<file path="src/rtl/mem_access_unit.sv">
// rtl/mem_access_unit.sv - MIPS MEM stage: SRAM-like data bus master with in-order tag FIFO
// Optional MEM_PERF_EN adds perf_loads / perf_stores / perf_wait_cycles counters.
module mem_access_unit #(
  parameter int MAX_OUTSTANDING = 2,
  parameter int TAG_AW          = 1
) (
  input  logic        clk,
  input  logic        rst,
  input  logic        in_valid,
  output logic        in_ready,
  input  logic        in_memreq,
  input  logic        in_wr,
  input  logic [1:0]  in_size,
  input  logic        in_sign,
  input  logic [31:0] in_addr,
  input  logic [31:0] in_wdata,
  input  logic        flush,
  output logic        data_req,
  output logic        data_wr,
  output logic [1:0]  data_size,
  output logic [31:0] data_addr,
  output logic [31:0] data_wdata,
  input  logic        data_addr_ok,
  input  logic        data_data_ok,
  input  logic [31:0] data_rdata,
  output logic        out_valid,
  output logic [31:0] out_rdata,
  output logic [1:0]  out_addr_err,
  output logic [31:0] out_badvaddr,
  output logic        stall
`ifdef MEM_PERF_EN
  ,
  output logic [31:0] perf_loads,
  output logic [31:0] perf_stores,
  output logic [31:0] perf_wait_cycles
`endif
);

  localparam int DEPTH = 1 << TAG_AW;
  localparam logic [3:0] MAX_CNT = 4'(MAX_OUTSTANDING);

  logic [3:0]        count;
  logic [TAG_AW-1:0] wr_ptr;
  logic [TAG_AW-1:0] rd_ptr;

  logic              tag_wr   [DEPTH];
  logic [1:0]        tag_size [DEPTH];
  logic              tag_sign [DEPTH];
  logic [1:0]        tag_off  [DEPTH];
  logic              tag_live [DEPTH];

  logic        misaligned;
  logic        bus_op;
  logic        local_ok;
  logic        local_acc;
  logic        push;
  logic        pop;
  logic        head_live;
  logic [31:0] shifted;
  logic [31:0] load_ext;

  always_comb begin
    misaligned = ((in_size == 2'd1) & in_addr[0]) |
                 ((in_size == 2'd2) & (in_addr[1:0] != 2'b00));
    bus_op     = in_memreq & ~misaligned;
    // Non-bus ops wait for an empty FIFO so completions stay in program order.
    local_ok   = (count == 4'd0) & ~flush;
    data_req   = in_valid & bus_op & ~flush & (count < MAX_CNT);
    in_ready   = bus_op ? (data_req & data_addr_ok) : local_ok;
    stall      = in_valid & ~in_ready;
    local_acc  = in_valid & ~bus_op & local_ok;
    push       = data_req & data_addr_ok;
    pop        = data_data_ok & (count != 4'd0);
    head_live  = tag_live[rd_ptr] & ~flush;
  end

  always_comb begin
    data_wr   = in_wr;
    data_size = in_size;
    data_addr = in_addr;
    case (in_size)
      2'd0:    data_wdata = {4{in_wdata[7:0]}};
      2'd1:    data_wdata = {2{in_wdata[15:0]}};
      default: data_wdata = in_wdata;
    endcase
  end

  always_comb begin
    shifted = data_rdata >> {tag_off[rd_ptr], 3'b000};
    case (tag_size[rd_ptr])
      2'd0:    load_ext = {{24{tag_sign[rd_ptr] & shifted[7]}}, shifted[7:0]};
      2'd1:    load_ext = {{16{tag_sign[rd_ptr] & shifted[15]}}, shifted[15:0]};
      default: load_ext = shifted;
    endcase
  end

  always_ff @(posedge clk or posedge rst) begin
    if (rst) begin
      count  <= 4'd0;
      wr_ptr <= '0;
      rd_ptr <= '0;
      for (int i = 0; i < DEPTH; i++) begin
        tag_wr[i]   <= 1'b0;
        tag_size[i] <= 2'd0;
        tag_sign[i] <= 1'b0;
        tag_off[i]  <= 2'd0;
        tag_live[i] <= 1'b0;
      end
    end else begin
      // Flush kills every queued tag; the responses still drain the FIFO.
      if (flush) begin
        for (int i = 0; i < DEPTH; i++) tag_live[i] <= 1'b0;
      end
      if (push) begin
        tag_wr[wr_ptr]   <= in_wr;
        tag_size[wr_ptr] <= in_size;
        tag_sign[wr_ptr] <= in_sign;
        tag_off[wr_ptr]  <= in_addr[1:0];
        tag_live[wr_ptr] <= 1'b1;
        wr_ptr           <= wr_ptr + 1'b1;
      end
      if (pop) rd_ptr <= rd_ptr + 1'b1;
      count <= count + {3'b000, push} - {3'b000, pop};
    end
  end

  always_ff @(posedge clk or posedge rst) begin
    if (rst) begin
      out_valid    <= 1'b0;
      out_rdata    <= 32'd0;
      out_addr_err <= 2'b00;
      out_badvaddr <= 32'd0;
    end else if (local_acc) begin
      out_valid    <= 1'b1;
      out_rdata    <= 32'd0;
      out_addr_err <= (in_memreq & misaligned) ? (in_wr ? 2'b10 : 2'b01) : 2'b00;
      out_badvaddr <= (in_memreq & misaligned) ? in_addr : 32'd0;
    end else if (pop & head_live) begin
      out_valid    <= 1'b1;
      out_rdata    <= tag_wr[rd_ptr] ? 32'd0 : load_ext;
      out_addr_err <= 2'b00;
      out_badvaddr <= 32'd0;
    end else begin
      out_valid    <= 1'b0;
      out_rdata    <= 32'd0;
      out_addr_err <= 2'b00;
      out_badvaddr <= 32'd0;
    end
  end

`ifdef MEM_PERF_EN
  always_ff @(posedge clk or posedge rst) begin
    if (rst) begin
      perf_loads       <= 32'd0;
      perf_stores      <= 32'd0;
      perf_wait_cycles <= 32'd0;
    end else begin
      if (pop & head_live & ~tag_wr[rd_ptr]) perf_loads <= perf_loads + 32'd1;
      if (pop & head_live & tag_wr[rd_ptr])  perf_stores <= perf_stores + 32'd1;
      if ((count != 4'd0) & ~data_data_ok)   perf_wait_cycles <= perf_wait_cycles + 32'd1;
    end
  end
`endif

endmodule
</file>
<file path="config.mk">
export PLATFORM = sky130hd
export DESIGN_NAME = mem_access_unit
export DESIGN_NICKNAME = d
export VERILOG_FILES = /design/src/rtl/mem_access_unit.sv
export SDC_FILE = /design/constraint.sdc
export NUM_CORES = 1
export LEC_CHECK = 0
export CAP_MARGIN = 40
export CORE_MARGIN = 2
export CORE_UTILIZATION = 50
export CTS_BUF_LIST = sky130_fd_sc_hd__clkbuf_8
export CTS_CLUSTER_DIAMETER = 60
export CTS_CLUSTER_SIZE = 28
export DETAILED_ROUTE_END_ITERATION = 8
export DONT_BUFFER_PORTS = 1
export GPL_ROUTABILITY_DRIVEN = 0
export PLACE_DENSITY = 0.68
export RECOVER_POWER = 50
export SLEW_MARGIN = 20
export SYNTH_ARGS = -nofsm -noshare
export SYNTH_HDL_FRONTEND = slang
export SYNTH_SLANG_ARGS = --single-unit
</file>
<file path="constraint.sdc">
create_clock -name clk -period 3 [get_ports clk]
set_input_delay 0.9 -clock clk [delete_from_list [all_inputs] [get_ports clk]]
set_output_delay 0.9 -clock clk [all_outputs]
set_load 0.05 [all_outputs]
</file>
==> metrics <==
run status finished clean; Port-buffer cells 0; cell taking the most area after synthesis dfrtp_1; cells along the critical path o21bai_1 > mux2_2 > and3_1 > nand2_2 > and3_4; most common cell after layout, fill and taps aside dfrtp_1; top library cells by usage in the layout, fill and taps aside 87 x dfrtp_1, 52 x nand2_1, 34 x and2_1; Iter 0 DRT Violations 61; switching power share of the total 34.0%; area used by multi-input combinational logic 1840 um^2; fraction of layout instances using a drive strength above 1 21.6%; Critical Path Sink Type output pin; Stages on worst setup path 5; number of iterations in the first detailed-routing pass 4; leakage power summed over all cells 2.19 nW; fraction of registers with async set/reset 100%; vias in the first global route 2778; data required time at the worst endpoint 2100 ps; largest buffer count on any clock path 2; share of Yosys cell area claimed by the top area cell type 49.2%; standard-cell rows 34; final non-filler cell area 4460 um^2; achievable clock frequency 0.346 GHz; clk sinks 87; mapped cell area 4430 um^2; post-synth cell types 42; post-CTS sizing 0; sequential share of power 44.6%; Via-to-Cell Ratio 5.80; combined buffer and inverter count along the critical path 0; Largest delay share family, worst path simple AND/OR/NAND/NOR gates; HPWL reported at the end of detailed placement 7240 um; VDD IR max 0.335 mV; post-route total power 0.00310 W; clock slew seen by the registers of the worst setup and hold paths 100 ps; Arrival @ worst endpoint 1990 ps; launching element type of the critical path primary input; CTS tree done; crit-path max FO 14; layout net count 477; fraction of the cycle the final worst path needs 96.3%; number of buffers created by CTS 9; fillers 751; number of enable flip-flop cells after synthesis 0; residual antenna-violating net count after detailed routing 0; post-placement cell area 4270 um^2; main flop type after synthesis dfrtp_1; average routed wire per standard cell 20.0 um; area of the core region 8640 um^2; number of instances on the worst hold path 1; Seq. cell area 2180 um^2; combined global-route utilization of all metal layers 19.8%; initial antenna violation count 0; total number of vias 2774; synth-to-layout area growth 0.593%; synthesized instance count 408; sum of negative setup slack 0 ps; Synth Register Bits 87; worst-case hold slack 494 ps; number of ports placed on the die boundary 244; sequential cell area fraction in the yosys report 49.2%; worst clock skew on the final layout 17.9 ps; final setup violation count 0; part of the total power dissipated in the clock network 28.0%; count of antenna diodes in the layout 0; Final Slew Violations 0; remaining global-route overflow 0; P_sw 0.00105 W; pwr/cell area 695 nW/um^2; setup repair after global routing missed its margin no; first-pass GRT wire length 15000 um; Crit Path Class in -> out; Post-Synthesis Mean Instance Area 10.9 um^2; Post-CTS Setup Bufs 0; count of cells along the worst register-to-register path 5; count of unresolved DRC violations after routing 0; hold-fix buffer count after cts 0; share of the core filled with cells 51.6%; type of the worst min-delay path reg -> reg; normalized max-slew margin 6.86%; clock period minus final worst setup slack 2890 ps; Synth Warn # 0; cell with the largest stage delay on the worst path mux2_2; root cell of the clock tree clkbuf_8; logic gate share of total power 27.4%; horizontal die dimension 98.1 um; die area 9630 um^2; maximum number of pins on one net before global-route repair 56; design internal power 0.00204 W; wire length reported by the detailed router 9540 um; maximum level of the CTS H-tree 3; max-cap violation count 0; worst slew pin tran 1390 ps; clock insertion delay at the later pin of the skew report 350 ps; initial cell density of the core 51.3%; die extent in y 98.1 um; final count of hold timing violations 0; Slowest Stage Delay on Critical Path 310 ps; cell types occupying the most area after synthesis dfrtp_1 49%, buf_4 7.8%, mux2_2 7.4%, mux2i_1 6.3%, and2_1 4.8%; synthesized net count 520
## cell type report
class                   count  share of cell area, %
clock buffers              11                   3.40
clock inverters             5                   1.43
inverters                   7                  0.618
multi-input cells         253                   41.3
flip-flops and latches     87                   48.9
well taps                 108                   3.03
repair buffers              7                   1.40
## synth_stat cells (4+ instances only)
library cell	count
a21oi_1	16
mux2i_1	28
ha_1	4
buf_4	46
clkbuf_1	10
or2_2	6
and2_1	34
o2bb2ai_1	16
nand3_1	5
o21ai_0	11
mux2_2	29
nor2_1	11
inv_1	7
nand2_1	54
o22ai_1	8
dfrtp_1	87
## power by group through the flow
stage | logic [W] | registers [W] | clock network, W
2_1_floorplan | 0.000948 | 0.00135 | 0
4_1_cts | 0.000856 | 0.00138 | 0.000891
5_1_grt | 0.000944 | 0.00140 | 0.000932
3_3_place_gp | 0.000827 | 0.00140 | 0
3_5_place_dp | 0.000854 | 0.00141 | 0
6_report | 0.000848 | 0.00138 | 0.000867
## sequential cells by signal, indices dropped and copies added (netlist names), 4 cells and up
signal        count
tag_size          4
out_badvaddr     32
out_rdata        32
count             4
tag_off           4
## layer usage
metal  wire, um  GRT usage, %
met1       3760          24.0
met2       4820          33.7
met3        786          5.37
met4        167          7.48
met5          0             0
## per-stage QoR
step | setup slack [ps] | std cells
finish | 111 | 478
global placement | 129 | 462
CTS | 108 | 478
global route | 54.7 | 478
floorplan | -122 | 408
detailed placement | 109 | 462
## cells by family after synthesis
group,count (synthesis),synth area share [%]
simple gates,124,14.0
flops,87,49.2
buf+inv,68,10.1
mux,60,14.9
compound gates,59,9.38
xor+xnor,5,0.989
fa+ha+maj,5,1.58
## final timing paths
| kind | start | end | slack [ps] |
|---|---|---|---|
| setup reg to reg | rd_ptr$_DFFE_PP0P_ | out_rdata[21]$_DFF_PP0_ | 550 |
| hold reg to reg | wr_ptr$_DFFE_PP0P_ | wr_ptr$_DFFE_PP0P_ | 490 |
| max in group asynchronous | rst | tag_off[3]$_DFFE_PP0P_ | 480 |
| hold / removal | wr_ptr$_DFFE_PP0P_ | wr_ptr$_DFFE_PP0P_ | 490 |
| setup / recovery | in_size[0] | stall | 110 |
| min in group asynchronous | rst | out_badvaddr[17]$_DFF_PP0_ | 730 |
Power figures use the tool's default switching activity.
